File: src/rtl/uart_tx_arbiter.sv
// Packet-granular round-robin arbiter sharing one UART TX FIFO write port; grant one cycle after request,
// then zero-latency byte pass-through; tx_full stalls the owner (req_ready low) without losing or duplicating bytes.
module uart_tx_arbiter #(
    parameter int NUM_REQ      = 4,
    parameter int DATA_WIDTH   = 8,
    parameter int IDLE_TIMEOUT = 255,
    parameter int PTR_BITS     = $clog2(NUM_REQ)
) (
    input  logic                          UCLK,
    input  logic                          reset,
    input  logic [NUM_REQ-1:0]            req_valid,
    input  logic [NUM_REQ*DATA_WIDTH-1:0] req_data,
    input  logic [NUM_REQ-1:0]            req_last,
    output logic [NUM_REQ-1:0]            req_ready,
    output logic [DATA_WIDTH-1:0]         W_data,
    output logic                          wr_uart,
    input  logic                          tx_full,
    output logic [NUM_REQ-1:0]            grant,
    output logic                          busy,
    output logic                          timeout_err
);

    localparam logic [0:0] ST_IDLE = 1'b0;
    localparam logic [0:0] ST_SEND = 1'b1;
    localparam int         CNT_W   = 16;

    logic [0:0]          state_q,    state_d;
    logic [PTR_BITS-1:0] owner_q,    owner_d;
    logic [NUM_REQ-1:0]  grant_q,    grant_d;
    logic [PTR_BITS-1:0] rr_ptr_q,   rr_ptr_d;
    logic [CNT_W-1:0]    idle_cnt_q, idle_cnt_d;
    logic                timeout_q,  timeout_d;

    logic                  sel_valid;
    logic                  sel_last;
    logic [DATA_WIDTH-1:0] sel_data;
    logic                  found;
    logic [PTR_BITS-1:0]   pick;
    logic [PTR_BITS-1:0]   ptr_next;
    logic [CNT_W-1:0]      cnt_inc;
    logic                  in_send;

    // Owner's signals, muxed from the registered owner index.
    always_comb begin
        sel_valid = 1'b0;
        sel_last  = 1'b0;
        sel_data  = '0;
        for (int i = 0; i < NUM_REQ; i++) begin
            if (owner_q == PTR_BITS'(i)) begin
                sel_valid = req_valid[i];
                sel_last  = req_last[i];
                sel_data  = req_data[i*DATA_WIDTH +: DATA_WIDTH];
            end
        end
    end

    // Scan from the highest offset down so the lowest offset from rr_ptr wins.
    always_comb begin
        int idx;
        idx   = 0;
        found = 1'b0;
        pick  = rr_ptr_q;
        for (int k = NUM_REQ - 1; k >= 0; k--) begin
            idx = int'(rr_ptr_q) + k;
            if (idx >= NUM_REQ) idx = idx - NUM_REQ;
            if (req_valid[idx]) begin
                found = 1'b1;
                pick  = PTR_BITS'(idx);
            end
        end
    end

    assign in_send   = (state_q == ST_SEND);
    assign ptr_next  = (owner_q == PTR_BITS'(NUM_REQ - 1)) ? '0 : owner_q + 1'b1;
    assign cnt_inc   = idle_cnt_q + 1'b1;

    assign busy        = in_send;
    assign grant       = grant_q;
    assign timeout_err = timeout_q;
    assign wr_uart     = in_send & sel_valid & ~tx_full;
    assign req_ready   = (in_send && !tx_full) ? grant_q : '0;
    assign W_data      = wr_uart ? sel_data : '0;

    always_comb begin
        state_d    = state_q;
        owner_d    = owner_q;
        grant_d    = grant_q;
        rr_ptr_d   = rr_ptr_q;
        idle_cnt_d = idle_cnt_q;
        timeout_d  = 1'b0;
        if (state_q == ST_IDLE) begin
            if (found) begin
                state_d    = ST_SEND;
                owner_d    = pick;
                grant_d    = NUM_REQ'(1) << pick;
                idle_cnt_d = '0;
            end
        end else begin
            if (sel_valid) begin
                // A valid owner held off by tx_full is not idle.
                idle_cnt_d = '0;
                if (!tx_full && sel_last) begin
                    state_d  = ST_IDLE;
                    grant_d  = '0;
                    rr_ptr_d = ptr_next;
                end
            end else if (cnt_inc == CNT_W'(IDLE_TIMEOUT)) begin
                timeout_d  = 1'b1;
                state_d    = ST_IDLE;
                grant_d    = '0;
                rr_ptr_d   = ptr_next;
                idle_cnt_d = '0;
            end else begin
                idle_cnt_d = cnt_inc;
            end
        end
    end

    always_ff @(posedge UCLK) begin
        if (reset) begin
            state_q    <= ST_IDLE;
            owner_q    <= '0;
            grant_q    <= '0;
            rr_ptr_q   <= '0;
            idle_cnt_q <= '0;
            timeout_q  <= 1'b0;
        end else begin
            state_q    <= state_d;
            owner_q    <= owner_d;
            grant_q    <= grant_d;
            rr_ptr_q   <= rr_ptr_d;
            idle_cnt_q <= idle_cnt_d;
            timeout_q  <= timeout_d;
        end
    end

endmodule

File: config.mk
export PLATFORM = sky130hd
export DESIGN_NAME = uart_tx_arbiter
export DESIGN_NICKNAME = d
export VERILOG_FILES = /design/src/rtl/uart_tx_arbiter.sv
export SDC_FILE = /design/constraint.sdc
export NUM_CORES = 1
export LEC_CHECK = 0
export BUFFER_PORTS_ARGS = -buffer_cell sky130_fd_sc_hd__buf_2
export CORE_MARGIN = 2
export CORE_UTILIZATION = 30
export DETAILED_ROUTE_END_ITERATION = 8
export GPL_ROUTABILITY_DRIVEN = 1
export MAX_ROUTING_LAYER = met4
export SLEW_MARGIN = 40
export SYNTH_ARGS = -nofsm -noshare
export SYNTH_HDL_FRONTEND = slang
export SYNTH_SLANG_ARGS = --single-unit
File: constraint.sdc
create_clock -name UCLK -period 3 [get_ports UCLK]
set_clock_uncertainty 0.2 [all_clocks]
set_input_delay 0.6 -clock UCLK [delete_from_list [all_inputs] [get_ports UCLK]]
set_output_delay 0.6 -clock UCLK [all_outputs]
set_load 0.05 [all_outputs]
==> results by group, run 1 <==
Status
  • Outcome: complete, but fails checks
  • Failing checks: design-rule violations

STA
  • Final min period: 2.89 ns
  • Fmax: 346 MHz
  • Post-route worst setup slack: 0.111 ns
  • Hold Fails Final Rpt: 0
  • Fin. max-slew vios: 0
  • Fin crit share: 0.963
  • Fin Setup TNS: 0 ns
  • RSZ-0062 raised after global routing: yes
  • Rel. slew slack: 0.476
  • Finish-stage setup viols: 0
  • Worst-Margin Slew: 0.780 ns

Cells and area
  • Layout Utilization: 0.396
  • Commonest non-fill, non-tap cell in the layout: buf_2
  • Fin nets: 381
  • Antenna cells: 0
  • Fillers: 649
  • Commonest non-fill, non-tap cells in the layout: 53 x buf_2, 37 x nor2_1, 28 x a21oi_1
  • Fin area: 2550 um2
  • Share of cells above drive strength 1: 0.290
  • Area grow syn2layout: 26.6%

Power and ir drop
  • Pwr Total: 0.994 mW
  • Power Dens Cells: 390 nW/um2
  • Leakage: 1.11 nW
  • Worst VDD drop: 303 uV

Die
  • Boundary pin count: 62
  • Initial cell density of the core: 0.313
  • Die Wd: 85.9 um
  • Core Box Area: 6420 um2
  • Chip Height: 85.9 um
  • Die area: 7370 um2
  • # rows: 29

Placed design
  • PortBufs: 61
  • Area post-placement: 2430 um2
  • Post-DP HPWL: 4.16 mm
  • GP Congestion: 0.822
  • Setup WS pre-CTS: 0.0527 ns

Clock tree
  • Clk_lat worst skew: 0.27 ns
  • Post-CTS Setup Bufs: 0
  • Root Driver: clkbuf_8
  • Worst-path clk slew: 0.10 ns
  • Clock sink count: 26
  • CTS tree: done
  • H-tree levels: 1
  • CTS Buf Count: 3
  • Max clock buf depth: 2

Detailed routing
  • Drt initial violations: 118
  • Vias per std cell: 5.37
  • WL final: 5.61 mm
  • DR vias: 2192
  • Wire per inst: 13.7 um
  • Antenna-violating nets left: 0
  • DRC violations left: 11
  • Drt pass-1 iters: 9

Synth
  • Cell variety after synth: 57
  • Top cell type's share of synthesized area: 0.259
  • Adder-Cell Fraction of Synth Area: 0.0373
  • Net Count, Synth: 323
  • Top cell type by total area after synthesis: dfxtp_1
  • Synth Area in Compound Gates: 0.265
  • Mux share of post-synthesis cell area: 0.0149
  • Post-Synthesis Cells: 274
  • Post-synth EDFFs: 0
  • XOR/XNOR share of the synthesized area: 0.0218
  • Area contributors post-synth: dfxtp_1 26%, nor2_1 7.1%, a21oi_1 7.0%
  • Flops & latches, synth: 26
  • Mapped cell area: 2010 um2
  • Register area share after synthesis: 0.259
  • Synth Flop Type: dfxtp_1
  • Largest family of logic cells by synthesized area: simple AND/OR/NAND/NOR gates
  • Average size of a mapped cell: 7.34 um2
  • Fraction of registers with async set/reset: 0
  • Yosys warning total: 0
  • Synth Area in Simple Gates: 0.339

Setup path
  • Setup slack, reg-to-reg: 0.29 ns
  • Crit path max-delay cell type: dfxtp_1
  • Startpoint Class: register
  • Worst path cell trace: inv_1 -> ha_1 -> nand3b_1 -> a221o_1 -> and2_1 -> nand2b_4 -> nor2_1 -> buf_4
  • Reg2Reg Depth: 7
  • Worst reg2reg path startpoint: idle_cnt_q[2]
  • Crit. Startpoint: owner_q[1]
  • Critical path class: register to output port
  • Crit path to: W_data[2]
  • Max FO, Critical Path: 10
  • Crit path capture type: output port
  • FF-to-FF End: grant[3]
  • Delay of the slowest critical-path stage: 0.34 ns
  • Worst EP required: 2.20 ns
  • Data arrival, critical path: 2.09 ns

GRT
  • Vias in the first global route: 1919
  • Total global routing overflow: 0
  • Global router's overall resource usage: 0.150
  • Initial antenna violation count: 0
  • Largest net degree at the start of global routing: 26
  • Global-route wire length before repair: 8.95 mm

Hold path
  • Min-delay worst type: register to register

Job
  • Max-Cap Viols: 0
## Yosys cell counts, types with 4 or more instances
cell / number
a21oi_1: 28
nand2_1: 19
a22oi_1: 8
buf_2: 5
inv_1: 9
clkbuf_1: 14
nor2b_1: 7
dfxtp_1: 26
and2_1: 8
nand2b_1: 4
nor4_1: 7
ha_1: 6
o22ai_1: 4
nor3_1: 8
a21o_1: 7
or2_2: 4
nand3_1: 6
o21ai_0: 4
nor2_1: 38
a311oi_1: 4
nand4_1: 5
xnor2_1: 4
## final cells by class
type	count	area, um2	share of cell area
repair buffers	74	450	0.177
flip-flops and latches	26	522	0.205
multi-input cells	218	1370	0.539
clock buffers	3	41.3	0.0162
well taps	77	96.3	0.0378
clock inverters	1	30.0	0.0118
inverters	9	33.8	0.0133
## stage by stage
stage / instances / hold slack (ns)
finish: 408 / 0.294
floorplan: 274 / 0.278
CTS: 408 / 0.299
global placement: 404 / 0.270
detailed placement: 404 / 0.271
global route: 408 / 0.311
## critical path, delay by kind of cell (launching register included)
family	cells	cell delay [ns]
flops	1	0.34
simple gates	4	0.69
compound gates	1	0.33
buf+inv	2	0.25
fa+ha+maj	1	0.20
## kinds of logic (layout without fill, tap and decap cells)
group | count (synthesis) | after routing
XOR/XNOR | 5 | 5
AO/OA/AOI/OAI | 78 | 78
AND/OR/NAND/NOR | 126 | 126
buffers and inverters | 30 | 87
adder cells (fa/ha/maj) | 6 | 6
multiplexers | 3 | 3
flip-flops | 26 | 26
## report_power, final
part | switching [mW] | internal, mW
clock network | 0.121 | 0.179
registers | 0.0128 | 0.358
logic | 0.198 | 0.126
total | 0.332 | 0.662
## what timing repair did
action,in CTS,in global routing
resized for setup,10,6
cloned,0,0
endpoints found under the setup margin,9,9
hold buffers,0,0
## metal layers
| layer | global-route usage | wire length (um) |
|---|---|---|
| met5 | - | 0 |
| met2 | 0.256 | 2560 |
| met4 | 0.0231 | 24 |
| met1 | 0.182 | 2630 |
| met3 | 0.0385 | 389 |
## worst min path at each step
stage                   startpoint        endpoint  slack (ns)  cells after the start
floorplan           idle_cnt_q[15]  idle_cnt_q[15]        0.28                      2
global placement          grant[0]        grant[0]        0.27                      1
detailed placement        grant[1]        grant[1]        0.27                      1
CTS                       grant[1]        grant[1]        0.30                      1
global route              grant[1]        grant[1]        0.31                      1
finish                    grant[1]        grant[1]        0.29                      1
## sequential cells by signal (all words and copies together) (netlist names)
signal       cells
timeout_err      1
rr_ptr_q         2
grant            4
owner_q          2
idle_cnt_q      16
busy             1
No activity file was read; power rests on OpenSTA's default activity.
==> run 2, diff against run 1 <==
--- a/config.mk
+++ b/config.mk
@@ -7,11 +7,13 @@
 export LEC_CHECK = 0
 export BUFFER_PORTS_ARGS = -buffer_cell sky130_fd_sc_hd__buf_2
 export CORE_MARGIN = 2
-export CORE_UTILIZATION = 30
+export CORE_UTILIZATION = 52
 export DETAILED_ROUTE_END_ITERATION = 8
 export GPL_ROUTABILITY_DRIVEN = 1
 export MAX_ROUTING_LAYER = met4
+export PLACE_DENSITY = 0.81
 export SLEW_MARGIN = 40
 export SYNTH_ARGS = -nofsm -noshare
 export SYNTH_HDL_FRONTEND = slang
 export SYNTH_SLANG_ARGS = --single-unit
+export TNS_END_PERCENT = 50
==> results by group, run 2 (synthesis results as in run 1) <==
Clock tree
  • Worst-path clk slew: 0.08 ns
  • CTS tree: done
  • Max clock buf depth: 2
  • Root Driver: clkbuf_8
  • Clk_lat worst skew: 0.28 ns
  • H-tree levels: 1
  • CTS Buf Count: 3
  • Clock sink count: 26

Placed design
  • Post-DP HPWL: 3.92 mm
  • Area post-placement: 2380 um2
  • Setup WS pre-CTS: 0.137 ns
  • PortBufs: 61
  • Placed cells: 373
  • GP Congestion: 0.888

STA
  • Worst-Margin Slew: 0.732 ns
  • Fin Setup TNS: 0 ns
  • Fmax: 345 MHz
  • RSZ-0062 raised after global routing: yes
  • Fin crit share: 0.967
  • Finish-stage setup viols: 0
  • Post-route worst setup slack: 0.0977 ns
  • Rel. slew slack: 0.506
  • Fin. max-slew vios: 0
  • Hold Fails Final Rpt: 0
  • Final min period: 2.90 ns

GRT
  • Initial antenna violation count: 0
  • Vias in the first global route: 1965
  • Largest net degree at the start of global routing: 26
  • Global-route wire length before repair: 8.40 mm
  • Global router's overall resource usage: 0.247
  • Total global routing overflow: 0

Setup path
  • Setup slack, reg-to-reg: 0.16 ns
  • Crit path capture type: output port
  • FF-to-FF End: grant[3]
  • Reg2Reg Depth: 11
  • Startpoint Class: register
  • Data arrival, critical path: 2.10 ns
  • Worst EP required: 2.20 ns
  • Critical path class: register to output port
  • Worst reg2reg path startpoint: owner_q[1]
  • Max FO, Critical Path: 10

Power and ir drop
  • Leakage: 1.09 nW
  • Worst VDD drop: 368 uV
  • Pwr Total: 0.917 mW
  • Power Dens Cells: 372 nW/um2

Cells and area
  • Commonest non-fill, non-tap cells in the layout: 54 x buf_2, 38 x nor2_1, 28 x a21oi_1
  • Fin nets: 379
  • Fin area: 2460 um2
  • Commonest non-fill, non-tap cell in the layout: buf_2
  • Finished Layout Cells: 377
  • Area grow syn2layout: 22.5%
  • Share of cells above drive strength 1: 0.286
  • Largest register FFs: 16
  • Top reg by flops: idle_cnt_q
  • Antenna cells: 0

Die
  • Chip Height: 66.2 um
  • Die Wd: 66.2 um
  • Die area: 4380 um2
  • Boundary pin count: 62
  • Initial cell density of the core: 0.545
  • Core Box Area: 3690 um2
  • # rows: 22

Detailed routing
  • DR vias: 2202
  • Antenna-violating nets left: 0
  • Drt pass-1 iters: 4
  • WL final: 5.19 mm
  • DRC violations left: 0
  • Drt initial violations: 89
  • Wire per inst: 13.8 um
  • Vias per std cell: 5.84

Status
  • Outcome: completed

Hold path
  • Min-delay worst type: register to register
  • Hold path depth: 1
  • Hold path startpoint: grant[0]
  • Endpoint, Worst Hold: grant[0]

Job
  • Max-Cap Viols: 0
[run 2: changes by cell type in the layout (fill, tap and decap cells not counted)]
cell / delta
buf_2: +1
buf_6: -3
clkbuf_8: +1
buf_4: -2
dfxtp_2: +1
nor2_1: +1
dfxtp_1: -1
nor2_2: -1
bufinv_16: -1
clkbuf_4: +2
[run 2: layer usage]
layer	share of wire	wire, um	up-vias	global-route usage
li1	-	-	1114	-
met2	0.47	2440	86	0.413
met3	0.066	344	12	0.0375
met1	0.44	2290	990	0.301
met5	0	0	-	-
met4	0.020	106	0	0.0944
[run 2: worst max path at each step]
stage	to	startpoint
6_report	W_data[1]	owner_q[1]
2_1_floorplan	W_data[0]	owner_q[0]
4_1_cts	W_data[1]	owner_q[1]
5_1_grt	W_data[2]	owner_q[1]
3_5_place_dp	W_data[7]	req_valid[1]
3_3_place_gp	W_data[2]	req_valid[1]
[run 2: area by class of cell]
type	instances	area (um2)
clock buffer	4	55.1
fill	307	1220
inverter	9	33.8
multi-input combinational	218	1370
sequential	26	523
tap	48	60.1
timing repair buffer	72	422
[run 2: worst max-delay path, cell delays in order (launching register included)]
cell and delay [ns]:
dfxtp_2 0.36, inv_1 0.06, ha_1 0.20, nand3b_1 0.16
a221o_1 0.32, and2_1 0.16, nand2b_4 0.19, nor2_1 0.11
buf_2 0.26
[run 2: what timing repair did]
item | in CTS | in global routing
pin swaps | 0 | 0
resized for setup | 6 | 7
gates cloned | 0 | 0
hold buffers | 0 | 0
setup buffers | 0 | 0
setup endpoints to repair | 9 | 8
[run 2: power breakdown]
part	total (mW)	switching [mW]	leakage [nW]	internal, mW
logic	0.318	0.193	0.850	0.125
registers	0.369	0.0116	0.211	0.358
clock network	0.230	0.112	0.0288	0.117
total	0.917	0.317	1.09	0.600
[run 2: stage by stage]
stage | util | hold WS [ns]
floorplan | - | 0.278
global placement | 0.645 | 0.259
detailed placement | 0.645 | 0.264
CTS | 0.664 | 0.287
global route | 0.668 | 0.323
finish | 0.668 | 0.287
